==> config.mk <==
export PLATFORM = sky130hd
export DESIGN_NAME = pc_addr_unit_flat
export DESIGN_NICKNAME = d
export VERILOG_FILES = /design/src/rtl/pc_addr_unit_if.sv /design/src/rtl/pc_addr_unit.sv /design/src/flat_wrapper.sv
export SDC_FILE = /design/constraint.sdc
export NUM_CORES = 1
export LEC_CHECK = 0
export BUFFER_PORTS_ARGS = -buffer_cell sky130_fd_sc_hd__buf_2
export CORE_MARGIN = 3
export CORE_UTILIZATION = 45
export DETAILED_ROUTE_END_ITERATION = 8
export PLACE_DENSITY_LB_ADDON = 0.2
export SLEW_MARGIN = 20
export SYNTH_ARGS = -nofsm -noshare
export SYNTH_HDL_FRONTEND = slang
export SYNTH_SLANG_ARGS = --single-unit
==> constraint.sdc <==
create_clock -name clk -period 8.2 [get_ports clk]
set_input_delay 1.23 -clock clk [delete_from_list [all_inputs] [get_ports clk]]
set_output_delay 1.23 -clock clk [all_outputs]
set_load 0.01 [all_outputs]
==> src/rtl/pc_addr_unit_if.sv <==
// Control, operand and address bundle between the controller FSM and the
// program-counter / memory-address unit.
interface pc_addr_unit_if #(
    parameter int AW = 9,
    parameter int DW = 16,
    parameter int CW = 16
);
    logic          reset_pc;
    logic          load_pc;
    logic [3:0]    branch_sel;
    logic [DW-1:0] sximm8;
    logic [DW-1:0] datapath_out;
    logic          load_addr;
    logic          addr_sel;
    logic          load_ir;
    logic          halt;
    logic [AW-1:0] pc_out;
    logic [AW-1:0] mem_addr;
    logic [CW-1:0] fetch_count;
    logic          sel_err;

    // FSM / datapath side
    modport master (
        output reset_pc, load_pc, branch_sel, sximm8, datapath_out,
        output load_addr, addr_sel, load_ir, halt,
        input  pc_out, mem_addr, fetch_count, sel_err
    );

    // Address unit side
    modport slave (
        input  reset_pc, load_pc, branch_sel, sximm8, datapath_out,
        input  load_addr, addr_sel, load_ir, halt,
        output pc_out, mem_addr, fetch_count, sel_err
    );
endinterface

==> src/rtl/pc_addr_unit.sv <==
// Program counter, data-address register and memory address mux,
// with a saturating fetch counter and sticky select-error flag.
module pc_addr_unit #(
    parameter int AW = 9,
    parameter int DW = 16,
    parameter int CW = 16
) (
    input logic           clk,
    input logic           reset_n,
    pc_addr_unit_if.slave bus
);
    logic [AW-1:0] pc;
    logic [AW-1:0] data_addr;
    logic [AW-1:0] next_pc;
    logic [CW-1:0] fcnt;
    logic          err;
    logic          sel_ok;
    logic          pc_we;
    logic          unused_hi;

    // Upper operand bits lie outside the word-address space.
    assign unused_hi = ^{bus.sximm8[DW-1:AW], bus.datapath_out[DW-1:AW]};

    assign sel_ok = $onehot(bus.branch_sel);
    assign pc_we  = bus.load_pc & ~bus.halt;

    // Next-PC select; sums wrap mod 2^AW, illegal selects hold.
    always_comb begin
        next_pc = pc;
        if (bus.reset_pc) begin
            next_pc = '0;
        end else begin
            case (bus.branch_sel)
                4'b1000: next_pc = pc;
                4'b0100: next_pc = pc + AW'(1);
                4'b0010: next_pc = pc + bus.sximm8[AW-1:0];
                4'b0001: next_pc = bus.datapath_out[AW-1:0];
                default: next_pc = pc;
            endcase
        end
    end

    // PC, data address, fetch counter and error flag; halt freezes all.
    always_ff @(posedge clk) begin
        if (!reset_n) begin
            pc        <= '0;
            data_addr <= '0;
            fcnt      <= '0;
            err       <= 1'b0;
        end else begin
            if (pc_we)
                pc <= next_pc;
            if (pc_we && !bus.reset_pc && !sel_ok)
                err <= 1'b1;
            if (bus.load_addr && !bus.halt)
                data_addr <= bus.datapath_out[AW-1:0];
            if (bus.load_ir && !bus.halt && (fcnt != {CW{1'b1}}))
                fcnt <= fcnt + CW'(1);
        end
    end

    assign bus.pc_out      = pc;
    assign bus.mem_addr    = bus.addr_sel ? pc : data_addr;
    assign bus.fetch_count = fcnt;
    assign bus.sel_err     = err;
endmodule

==> src/flat_wrapper.sv <==
// flat-port wrapper written by rule: the top's interface ports become plain ports
module pc_addr_unit_flat 
#(
    parameter int AW = 9,
    parameter int DW = 16,
    parameter int CW = 16
)
  (clk, reset_n, bus_reset_pc, bus_load_pc, bus_branch_sel, bus_sximm8, bus_datapath_out, bus_load_addr, bus_addr_sel, bus_load_ir, bus_halt, bus_pc_out, bus_mem_addr, bus_fetch_count, bus_sel_err);
  pc_addr_unit_if #(.AW(AW), .DW(DW), .CW(CW)) bus_i ();
  input logic clk;
  input logic reset_n;
  input wire logic [$bits(bus_i.reset_pc)-1:0] bus_reset_pc;
  input wire logic [$bits(bus_i.load_pc)-1:0] bus_load_pc;
  input wire logic [$bits(bus_i.branch_sel)-1:0] bus_branch_sel;
  input wire logic [$bits(bus_i.sximm8)-1:0] bus_sximm8;
  input wire logic [$bits(bus_i.datapath_out)-1:0] bus_datapath_out;
  input wire logic [$bits(bus_i.load_addr)-1:0] bus_load_addr;
  input wire logic [$bits(bus_i.addr_sel)-1:0] bus_addr_sel;
  input wire logic [$bits(bus_i.load_ir)-1:0] bus_load_ir;
  input wire logic [$bits(bus_i.halt)-1:0] bus_halt;
  output wire logic [$bits(bus_i.pc_out)-1:0] bus_pc_out;
  output wire logic [$bits(bus_i.mem_addr)-1:0] bus_mem_addr;
  output wire logic [$bits(bus_i.fetch_count)-1:0] bus_fetch_count;
  output wire logic [$bits(bus_i.sel_err)-1:0] bus_sel_err;
  assign bus_i.reset_pc = bus_reset_pc;
  assign bus_i.load_pc = bus_load_pc;
  assign bus_i.branch_sel = bus_branch_sel;
  assign bus_i.sximm8 = bus_sximm8;
  assign bus_i.datapath_out = bus_datapath_out;
  assign bus_i.load_addr = bus_load_addr;
  assign bus_i.addr_sel = bus_addr_sel;
  assign bus_i.load_ir = bus_load_ir;
  assign bus_i.halt = bus_halt;
  assign bus_pc_out = bus_i.pc_out;
  assign bus_mem_addr = bus_i.mem_addr;
  assign bus_fetch_count = bus_i.fetch_count;
  assign bus_sel_err = bus_i.sel_err;
  pc_addr_unit #(.AW(AW), .DW(DW), .CW(CW)) u_core (.clk(clk), .reset_n(reset_n), .bus(bus_i));
endmodule
## After elaboration in Yosys (flattened, before gate mapping)

Cells that the tools add are included.

- Add/subtract/negate cells: 6
- Reduce and logical (&&, ||, !) cells: 10
- Equal/unequal tests: 5
- Multiplexer cells: 3
- Bitwise operators: 2

Operators by type and width:

| operator | number |
|---|---|
| case mux 9 bit (3 select lines) | 1 |
| 2-to-1 mux 9 bit | 2 |
| adder 16 x 1 -> 16 bit (second input constant) | 1 |
| != test 16 bit (second input constant) | 1 |
| adder 9 x 1 -> 9 bit (second input constant) | 1 |
| adder 9 bit | 1 |
| logical AND 1 bit | 5 |
| adder 1 x 1 -> 2 bit | 2 |
| == test 4 x 1 -> 1 bit (second input constant) | 1 |
| == test 4 x 2 -> 1 bit (second input constant) | 1 |
| == test 4 x 3 -> 1 bit (second input constant) | 1 |
| nonzero test 4 bit | 1 |
| adder 3 bit | 1 |
| == test 3 x 1 -> 1 bit (second input constant) | 1 |
| zero test 1 bit | 3 |
| AND reduction 2 bit | 1 |
| AND 1 bit | 1 |
| NOT 1 bit | 1 |

- Input bits: 44
- Flip-flop bits (word level): 35
- Word-level logic and storage cells: 30

## Longest topological paths before layout

Gate-level depths: netlist of run 1.

- Depth after elaboration: 5
- Depth in mapped cells: 12
- Mapped depth without buffers: 11

## Least setup slack after synthesis of run 1

OpenSTA, ideal clock, no wires.

- Path type: input -> register
- Start point: in bus_branch_sel[2]
- End point: reg u_core.pc[6], in the netlist u_core.bus.pc_out[6]
- Stages on the path: 12
- Data arrival time: 3.368 ns
- Data required time: 8.083 ns
- Setup slack: 4.714 ns
- Library setup time: 0.117 ns
- Buffers on the path: 1
- Path through: inv_1 -> ha_1 -> clkbuf_1 -> nand3b_1 -> ha_1 -> inv_1 -> fa_1 -> nand2b_1 -> a21oi_1 -> o211ai_1 -> a221o_1 -> a32o_1

- Word-level cells in the longest chain between the ends: 3

RTL lines:

| element | RTL line | RTL |
|---|---|---|
| start, declared | flat_wrapper.sv:14 | `input wire logic [$bits(bus_i.branch_sel)-1:0] bus_branch_sel;` |
| == test 4 x 1 -> 1 bit, or another cell as far along | pc_addr_unit.sv:33 | `case (bus.branch_sel)` |
| case mux 9 bit (3 select lines) or nonzero test 4 bit (tied branches) | -- |  |
| 2-to-1 mux 9 bit or AND reduction 2 bit (tied branches) | -- |  |
| end signal, assigned | pc_addr_unit.sv:52 | `pc <= next_pc;` |
| end, declared | pc_addr_unit.sv:12 | `logic [AW-1:0] pc;` |

Parallel ways exist; a longest one is shown, timed or not.
A chain may end at the register's enable or synchronous reset.

## Worst setup path in the final report of run 1

Ends and elaborated chain as after synthesis.

==> results of run 1 <==
final cells by class:
cell class,instances,area (um2)
Clock buffer,5,68.82
Clock inverter,3,67.56
Fill cell,490,2059
Inverter,11,41.29
Multi-Input combinational cell,219,1538
Sequential cell,35,700.7
Tap cell,67,83.83
Timing Repair Buffer,64,320.3
flip-flops by register name, indices dropped and copies added, names as in the netlist:
signal                  flops
u_core.bus.fetch_count     16
u_core.bus.pc_out           9
u_core.bus.sel_err          1
u_core.data_addr            9
metrics by stage:
stage            util  total power, mW  std cells  setup WS, ps
4_1_cts        0.5779           0.4106        404          4664
3_5_place_dp   0.5500           0.2205        396          4353
5_1_grt        0.5779           0.4247        404          4382
2_1_floorplan       -           0.2045        278          4714
3_3_place_gp   0.5500           0.2200        396          4401
6_report       0.5779           0.4060        404          4657
power groups by stage:
stage	sequential, mW	clock, mW	combinational, mW
after floorplan	0.180	0	0.0248
after global routing	0.176	0.203	0.0461
after detailed placement	0.180	0	0.0409
after CTS	0.176	0.194	0.0413
final	0.176	0.190	0.0409
after global placement	0.179	0	0.0406
worst reg2reg max path, delay by kind of cell, from the launching register on:
kind / cells / cell delay, ps
AOI/OAI and AO/OA: 4 / 1080
adders and majority gates: 2 / 580
DFF: 1 / 400
and+or+nand+nor: 1 / 160
buffers and inverters: 1 / 50
synth_stat cells, types with 4 or more instances:
library cell,instances,share of area
nor2b_1,4,0.011
nor2_1,11,0.018
mux2_2,9,0.043
and2_1,13,0.035
inv_1,11,0.018
nand4_1,5,0.013
nand3_1,11,0.024
a21oi_1,7,0.015
o21a_1,4,0.013
and3_1,9,0.024
nor3_1,8,0.017
xor2_1,15,0.056
clkbuf_1,11,0.018
a21o_1,4,0.013
o21ai_0,10,0.021
dfxtp_1,35,0.30
a21boi_0,11,0.035
ha_1,17,0.091
nand2_1,39,0.063
nand2b_1,5,0.013
kinds of logic after synthesis:
logic type      count (synthesis)  share of synthesized area
compound gates                 51                     0.1512
xor+xnor                       17                    0.06381
fa+ha+maj                      19                     0.1083
buf+inv                        24                    0.04075
flops                          35                     0.3003
mux                            10                    0.04772
simple gates                  122                     0.2879
routing by layer:
layer,vias up,part of all wire,track usage,wire length [um]
met5,-,0,0,0
met4,0,0.0073,0.05245,40
met3,6,0.039,0.03555,216
met2,43,0.49,0.3296,2707
met1,969,0.46,0.2329,2516
li1,1094,-,-,-
how the worst max path moves through the flow:
stage	end	slack [ps]	cells past startpoint
2_1_floorplan	u_core.bus.pc_out[6]	4710	12
3_3_place_gp	u_core.bus.pc_out[6]	4400	12
3_5_place_dp	u_core.bus.pc_out[6]	4350	10
4_1_cts	u_core.bus.pc_out[6]	4660	12
5_1_grt	u_core.bus.pc_out[6]	4380	10
6_report	u_core.bus.pc_out[6]	4660	12
==> results.json, run 1 <==
{
  "clk_pin_slew_ps": 80,
  "rsz0062_at_grt": "false",
  "endpoint_kind": "register",
  "ctsHoldBuffers": 0,
  "num_rows": 25,
  "worstPathCellList": "buf_2 -> inv_1 -> ha_1 -> nand3b_1 -> ha_1 -> inv_1 -> fa_1 -> nand2b_1 -> a21oi_1 -> o211ai_1 -> a221o_1 -> a32o_1",
  "synth_ff_type": "dfxtp_1",
  "critPathLaunchType": "primary input",
  "syn_area_per_cell_um2": 8.394,
  "postCtsSetupBuffers": 0,
  "die_y_um": 78.01,
  "routed_wl_um": 5480,
  "async_reset_ff_frac": 0,
  "area_delta_synth_final_pct": 20.86,
  "peakVddDrop_mv": 0.08137,
  "path_max_fanout": 13,
  "power_density_nw_per_um2": 144.0,
  "required_ps": 8390,
  "crit_buf_inv": 3,
  "syn-cell-area_um2": 2333,
  "grt_overflow_total": 0,
  "startpoint": "bus_branch_sel[2]",
  "io_pins": 79,
  "worst_slew_pin_slew_ps": 586.9,
  "seq_power_share": 0.432,
  "final_cell_mix": "64 x buf_2, 39 x nand2_1, 35 x dfxtp_1",
  "core_um2": 4880,
  "comb_power_share": 0.101,
  "worstHoldStart": "u_core.data_addr[6]",
  "p_sw_mw": 0.09338,
  "grt_start_max_net_pins": 39,
  "vias": 2112,
  "reg2reg_slack_ps": 5830,
  "finalSetupViolations": 0,
  "p_sw_frac": 0.2300,
  "reg2reg_from": "u_core.bus.pc_out[0]",
  "status": "finished clean",
  "max_freq_mhz": 282.3,
  "min_path_cells": 2,
  "nets": 399,
  "cap_violations": 0,
  "worstReg2RegEnd": "u_core.bus.pc_out[6]",
  "dieArea_um2": 6086,
  "skew_ps": 2.723,
  "cts_tree": "built",
  "placed_cell_area_um2": 2684,
  "port_buffers": 64,
  "cts-root-buf": "clkbuf_8",
  "relSlewSlack": 0.6088,
  "leakagePower_nw": 1.408,
  "slowest_delay_ps": 390,
  "ant_nets": 0,
  "synth_edf_count": 0,
  "post_cts_resized": 0,
  "r2r_cells": 8,
  "intPower_mw": 0.3126,
  "drv_slew": 0,
  "wl_per_cell_um": 13.56,
  "final_common_cell": "buf_2",
  "finalCriticalPeriod_ps": 3543,
  "clock_path_buffers": 2,
  "fp.dieW_um": 78.01,
  "drtIter0Drc": 129,
  "drive_gt1_frac": 0.2522,
  "ys_types": 48,
  "setup-tns-final_ps": 0,
  "path_class": "in2reg",
  "drc": 0,
  "start_util": 0.4782,
  "clkSinkCount": 35,
  "cp.arrival_ps": 3730,
  "hold_violations": 0,
  "worstHoldPathType": "reg2reg",
  "seq_area_frac_synth": 0.3003,
  "ys_warn_count": 0,
  "grt_use_total": 0.1873,
  "dr.pass1.iters": 4,
  "numCtsBuffers": 5,
  "ys_ff_latch": 35,
  "worstSkewPairLatency_ps": 290,
  "antennaDiodeCount": 0,
  "holdWs_ps": 467.5,
  "grt_pass1_wl_um": 9239,
  "cp_slowest_cell": "fa_1",
  "finalInstanceArea_um2": 2820,
  "h-tree-depth": 2,
  "hold_end": "u_core.data_addr[6]",
  "dp_hpwl_um": 4171,
  "path_delay_family": "compound AO/OA/AOI/OAI gates",
  "syn-num-nets": 341,
  "p_clk_frac": 0.467,
  "syn_inst": 278,
  "routed_via_density": 5.228,
  "fin_crit_sh": 0.4321,
  "grt_antenna_before_repair": 0,
  "place_congestion": 0.9215,
  "grt_pass1_vias": 1949
}
Note: power is estimated with default switching activity, not from simulation.
==> run 2: changes to the inputs <==
==> constraint.sdc (replaced) <==
create_clock -name clk -period 3.21 [get_ports clk]
set_input_delay 0.4815 -clock clk [delete_from_list [all_inputs] [get_ports clk]]
set_output_delay 0.4815 -clock clk [all_outputs]
set_load 0.01 [all_outputs]
==> results.json, run 2 (synthesis gave the netlist of run 1 again) <==
{
  "worst_slew_pin_slew_ps": 585.8,
  "required_ps": 3390,
  "drc": 0,
  "cts_tree": "built",
  "post_cts_resized": 0,
  "cts-root-buf": "clkbuf_8",
  "dr.pass1.iters": 4,
  "placed_cell_area_um2": 2691,
  "peakVddDrop_mv": 0.1893,
  "reg2reg_from": "u_core.bus.pc_out[0]",
  "core_um2": 4880,
  "fp.dieW_um": 78.01,
  "final_common_cell": "buf_2",
  "drv_slew": 0,
  "ant_nets": 0,
  "num_rows": 25,
  "clock_path_buffers": 2,
  "skew_ps": 8.518,
  "reg2reg_slack_ps": 860,
  "finalSetupViolations": 0,
  "finalInstanceArea_um2": 2764,
  "max_freq_mhz": 365.8,
  "path_max_fanout": 10,
  "nets": 400,
  "io_pins": 79,
  "fin_crit_sh": 0.8515,
  "critPathLaunchType": "primary input",
  "path_class": "in2reg",
  "status": "finished clean",
  "startpoint": "bus_branch_sel[0]",
  "cap_violations": 0,
  "worstSkewPairLatency_ps": 280,
  "relSlewSlack": 0.6095,
  "clk_pin_slew_ps": 70,
  "wl_per_cell_um": 13.81,
  "crit_end": "u_core.bus.pc_out[6]",
  "worstReg2RegEnd": "u_core.bus.pc_out[6]",
  "endpoint_kind": "register",
  "die_y_um": 78.01,
  "grt_pass1_wl_um": 9535,
  "setup-tns-final_ps": 0,
  "worstHoldPathType": "in2reg",
  "r2r_cells": 8,
  "start_util": 0.4782,
  "finalCriticalPeriod_ps": 2733,
  "drtIter0Drc": 119,
  "routed_wl_um": 5567,
  "vias": 2107,
  "port_buffers": 64,
  "largest_register_ff_count": 16,
  "place_congestion": 0.8761,
  "fillers": 493,
  "drive_gt1_frac": 0.2470,
  "routed_via_density": 5.228,
  "hold_violations": 0,
  "utilization": 0.5664,
  "dieArea_um2": 6086,
  "cp.arrival_ps": 2920,
  "power_density_nw_per_um2": 306.8,
  "grt_start_max_net_pins": 39,
  "final_cell_mix": "64 x buf_2, 39 x nand2_1, 35 x dfxtp_1",
  "grt_pass1_vias": 2041,
  "antennaDiodeCount": 0,
  "leakagePower_nw": 1.386,
  "numCtsBuffers": 5,
  "grt_use_total": 0.1906,
  "grt_antenna_before_repair": 0,
  "postCtsSetupBuffers": 0,
  "clkSinkCount": 35,
  "area_delta_synth_final_pct": 18.45,
  "grt_overflow_total": 0,
  "dp_hpwl_um": 4269,
  "ctsHoldBuffers": 0,
  "rsz0062_at_grt": "false",
  "h-tree-depth": 2
}
run 2: changes by cell type in the layout (fill, tap and decap cells not counted), sizes merged:
cell      previous run  this run
bufinv               2         0
clkbuf               5         6
clkinvlp             1         0
buf                 64        65
run 2: through the flow:
| stage | power (mW) | hold WS, ps | setup WS, ps | cells |
|---|---|---|---|---|
| 2_1_floorplan | 0.5224 | 441.0 | 472.9 | 278 |
| 3_3_place_gp | 0.5629 | 446.6 | 259.7 | 397 |
| 3_5_place_dp | 0.5656 | 456.4 | 175.6 | 397 |
| 4_1_cts | 0.8609 | 451.3 | 480.5 | 403 |
| 5_1_grt | 0.8965 | 458.5 | 261.4 | 403 |
| 6_report | 0.8479 | 458.9 | 476.6 | 403 |
run 2: worst min-delay path by stage:
stage | startpoint | to | slack (ps) | cells past startpoint
2_1_floorplan | u_core.data_addr[8] | u_core.data_addr[8] | 440 | 2
3_3_place_gp | u_core.bus.sel_err | u_core.bus.sel_err | 450 | 1
3_5_place_dp | u_core.data_addr[2] | u_core.data_addr[2] | 460 | 2
4_1_cts | bus_datapath_out[7] | u_core.data_addr[7] | 450 | 3
5_1_grt | bus_datapath_out[1] | u_core.data_addr[1] | 460 | 3
6_report | bus_datapath_out[7] | u_core.data_addr[7] | 460 | 3
run 2: cell type report:
class,instances,area (um2),share of cell area
Multi-Input combinational cell,219,1538,0.5564
Sequential cell,35,700.7,0.2535
Timing Repair Buffer,65,327.8,0.1186
Tap cell,67,83.83,0.03033
Clock buffer,6,72.57,0.02626
Inverter,11,41.29,0.01494
run 2: metal layers:
layer	track usage	vias to the layer above	share of wire
met3	0.03670	5	0.040
met4	0.04720	0	0.0095
li1	-	1088	-
met2	0.3296	48	0.49
met1	0.2440	966	0.46
met5	0	-	0
run 2: worst max-delay path, cell delays in order:
cell	delay, ps
buf_2	100
inv_1	50
ha_1	310
nand3b_1	150
ha_1	170
inv_1	50
fa_1	390
nand2b_1	160
a21oi_1	320
o211ai_1	160
a221o_1	360
a32o_1	200
run 2: report_power, final:
| group | total, mW | internal (mW) | switching, mW |
|---|---|---|---|
| sequential | 0.449 | 0.443 | 0.00618 |
| combinational | 0.106 | 0.0473 | 0.0586 |
| clock | 0.293 | 0.145 | 0.148 |
==> run 3: changes to the inputs <==
--- a/config.mk
+++ b/config.mk
@@ -5,7 +5,7 @@
 export SDC_FILE = /design/constraint.sdc
 export NUM_CORES = 1
 export LEC_CHECK = 0
-export BUFFER_PORTS_ARGS = -buffer_cell sky130_fd_sc_hd__buf_2
+export BUFFER_PORTS_ARGS = -buffer_cell sky130_fd_sc_hd__buf_4
 export CORE_MARGIN = 3
 export CORE_UTILIZATION = 45
 export DETAILED_ROUTE_END_ITERATION = 8
@@ -14,3 +14,4 @@
 export SYNTH_ARGS = -nofsm -noshare
 export SYNTH_HDL_FRONTEND = slang
 export SYNTH_SLANG_ARGS = --single-unit
+export TNS_END_PERCENT = 30
==> results.json, run 3 (synthesis gave the netlist of run 1 again) <==
{
  "io_pins": 79,
  "cap_violations": 0,
  "post_cts_resized": 0,
  "reg2reg_from": "u_core.bus.pc_out[0]",
  "antennaDiodeCount": 0,
  "routed_via_density": 5.368,
  "ctsHoldBuffers": 0,
  "setup-tns-final_ps": 0,
  "fillers": 472,
  "fp.dieW_um": 78.01,
  "grt_pass1_wl_um": 9473,
  "clock_path_buffers": 2,
  "die_y_um": 78.01,
  "wl_per_cell_um": 14.07,
  "peakVddDrop_mv": 0.2364,
  "largest_register_ff_count": 16,
  "drtIter0Drc": 132,
  "num_rows": 25,
  "drv_slew": 0,
  "start_util": 0.4782,
  "routed_wl_um": 5700,
  "cts_tree": "built",
  "final_common_cell": "buf_4",
  "grt_start_max_net_pins": 39,
  "core_um2": 4880,
  "startpoint": "bus_branch_sel[0]",
  "h-tree-depth": 2,
  "grt_pass1_vias": 2040,
  "required_ps": 3390,
  "path_max_fanout": 10,
  "worstSkewPairLatency_ps": 280,
  "clkSinkCount": 35,
  "postCtsSetupBuffers": 0,
  "placed_cell_area_um2": 2851,
  "grt_use_total": 0.1893,
  "cp.arrival_ps": 2870,
  "vias": 2174,
  "port_buffers": 64,
  "skew_ps": 6.411,
  "worst_slew_pin_slew_ps": 604.6,
  "max_freq_mhz": 371.9,
  "worstHoldPathType": "reg2reg",
  "finalCriticalPeriod_ps": 2689,
  "hold_violations": 0,
  "dp_hpwl_um": 4411,
  "leakagePower_nw": 1.418,
  "place_congestion": 0.8696,
  "rsz0062_at_grt": "false",
  "ant_nets": 0,
  "grt_overflow_total": 0,
  "power_density_nw_per_um2": 309.0,
  "path_class": "in2reg",
  "drive_gt1_frac": 0.2544,
  "endpoint_kind": "register",
  "multi_input_area_um2": 1538,
  "cts-root-buf": "clkbuf_8",
  "fin_crit_sh": 0.8376,
  "drc": 0,
  "worstHoldStart": "u_core.data_addr[3]",
  "numCtsBuffers": 5,
  "final_cell_mix": "65 x buf_4, 39 x nand2_1, 35 x dfxtp_1",
  "nets": 400,
  "dr.pass1.iters": 4,
  "relSlewSlack": 0.5961,
  "seq_area_um2": 700.7,
  "area_delta_synth_final_pct": 26.43,
  "clk_pin_slew_ps": 80,
  "critPathLaunchType": "primary input",
  "dieArea_um2": 6086,
  "finalInstanceArea_um2": 2950,
  "grt_antenna_before_repair": 0,
  "finalSetupViolations": 0,
  "status": "finished clean"
}
[run 3: changes by cell type in the layout (fill, tap and decap cells not counted), sizes merged]
cell      delta
clkinv       +1
clkinvlp     +1
[run 3: final cells by class]
type,instances,area share
inverters,11,0.01399
repair buffers,65,0.1654
clock inverters,2,0.005513
multi-input cells,219,0.5212
flip-flops and latches,35,0.2375
well taps,67,0.02841
clock buffers,6,0.02799
[run 3: worst max-delay path, cell delays in order]
cell      delay (ps)
buf_4             90
inv_1             50
ha_1             300
nand3b_1         130
ha_1             160
inv_1             50
fa_1             390
nand2b_1         160
a21oi_1          310
o211ai_1         160
a221o_1          360
a32o_1           210
[run 3: power by group]
part | switching [mW] | internal [mW] | leakage [nW]
registers | 0.00640 | 0.443 | 0.283
clock network | 0.168 | 0.175 | 0.0474
logic | 0.0593 | 0.0607 | 1.09
total | 0.233 | 0.678 | 1.42
[run 3: routing by layer]
layer	up-vias	share of wire	wire [um]	global-route usage
li1	1092	-	-	-
met1	1018	0.44	2482	0.2379
met2	58	0.50	2856	0.3365
met3	6	0.052	299	0.03211
met4	0	0.011	62	0.04545
met5	-	0	0	0
[run 3: metrics by stage]
step / instances / power (mW) / hold slack [ps] / setup WS, ps / util
after floorplan: 278 / 0.5224 / 441.0 / 472.9 / -
after global placement: 397 / 0.5769 / 447.5 / 275.4 / 0.5844
after detailed placement: 397 / 0.5799 / 457.2 / 197.8 / 0.5844
after CTS: 405 / 0.9239 / 461.8 / 508.9 / 0.6046
after global routing: 405 / 0.9578 / 472.7 / 376.4 / 0.6046
final: 405 / 0.9118 / 463.2 / 521.2 / 0.6046
[run 3: worst paths after layout]
path                           to  slack [ps]  depth (start not counted)
max          u_core.bus.pc_out[6]         520                         12
min           u_core.data_addr[3]         460                          2
max reg2reg  u_core.bus.pc_out[6]         860                          8
min reg2reg   u_core.data_addr[3]         460                          2
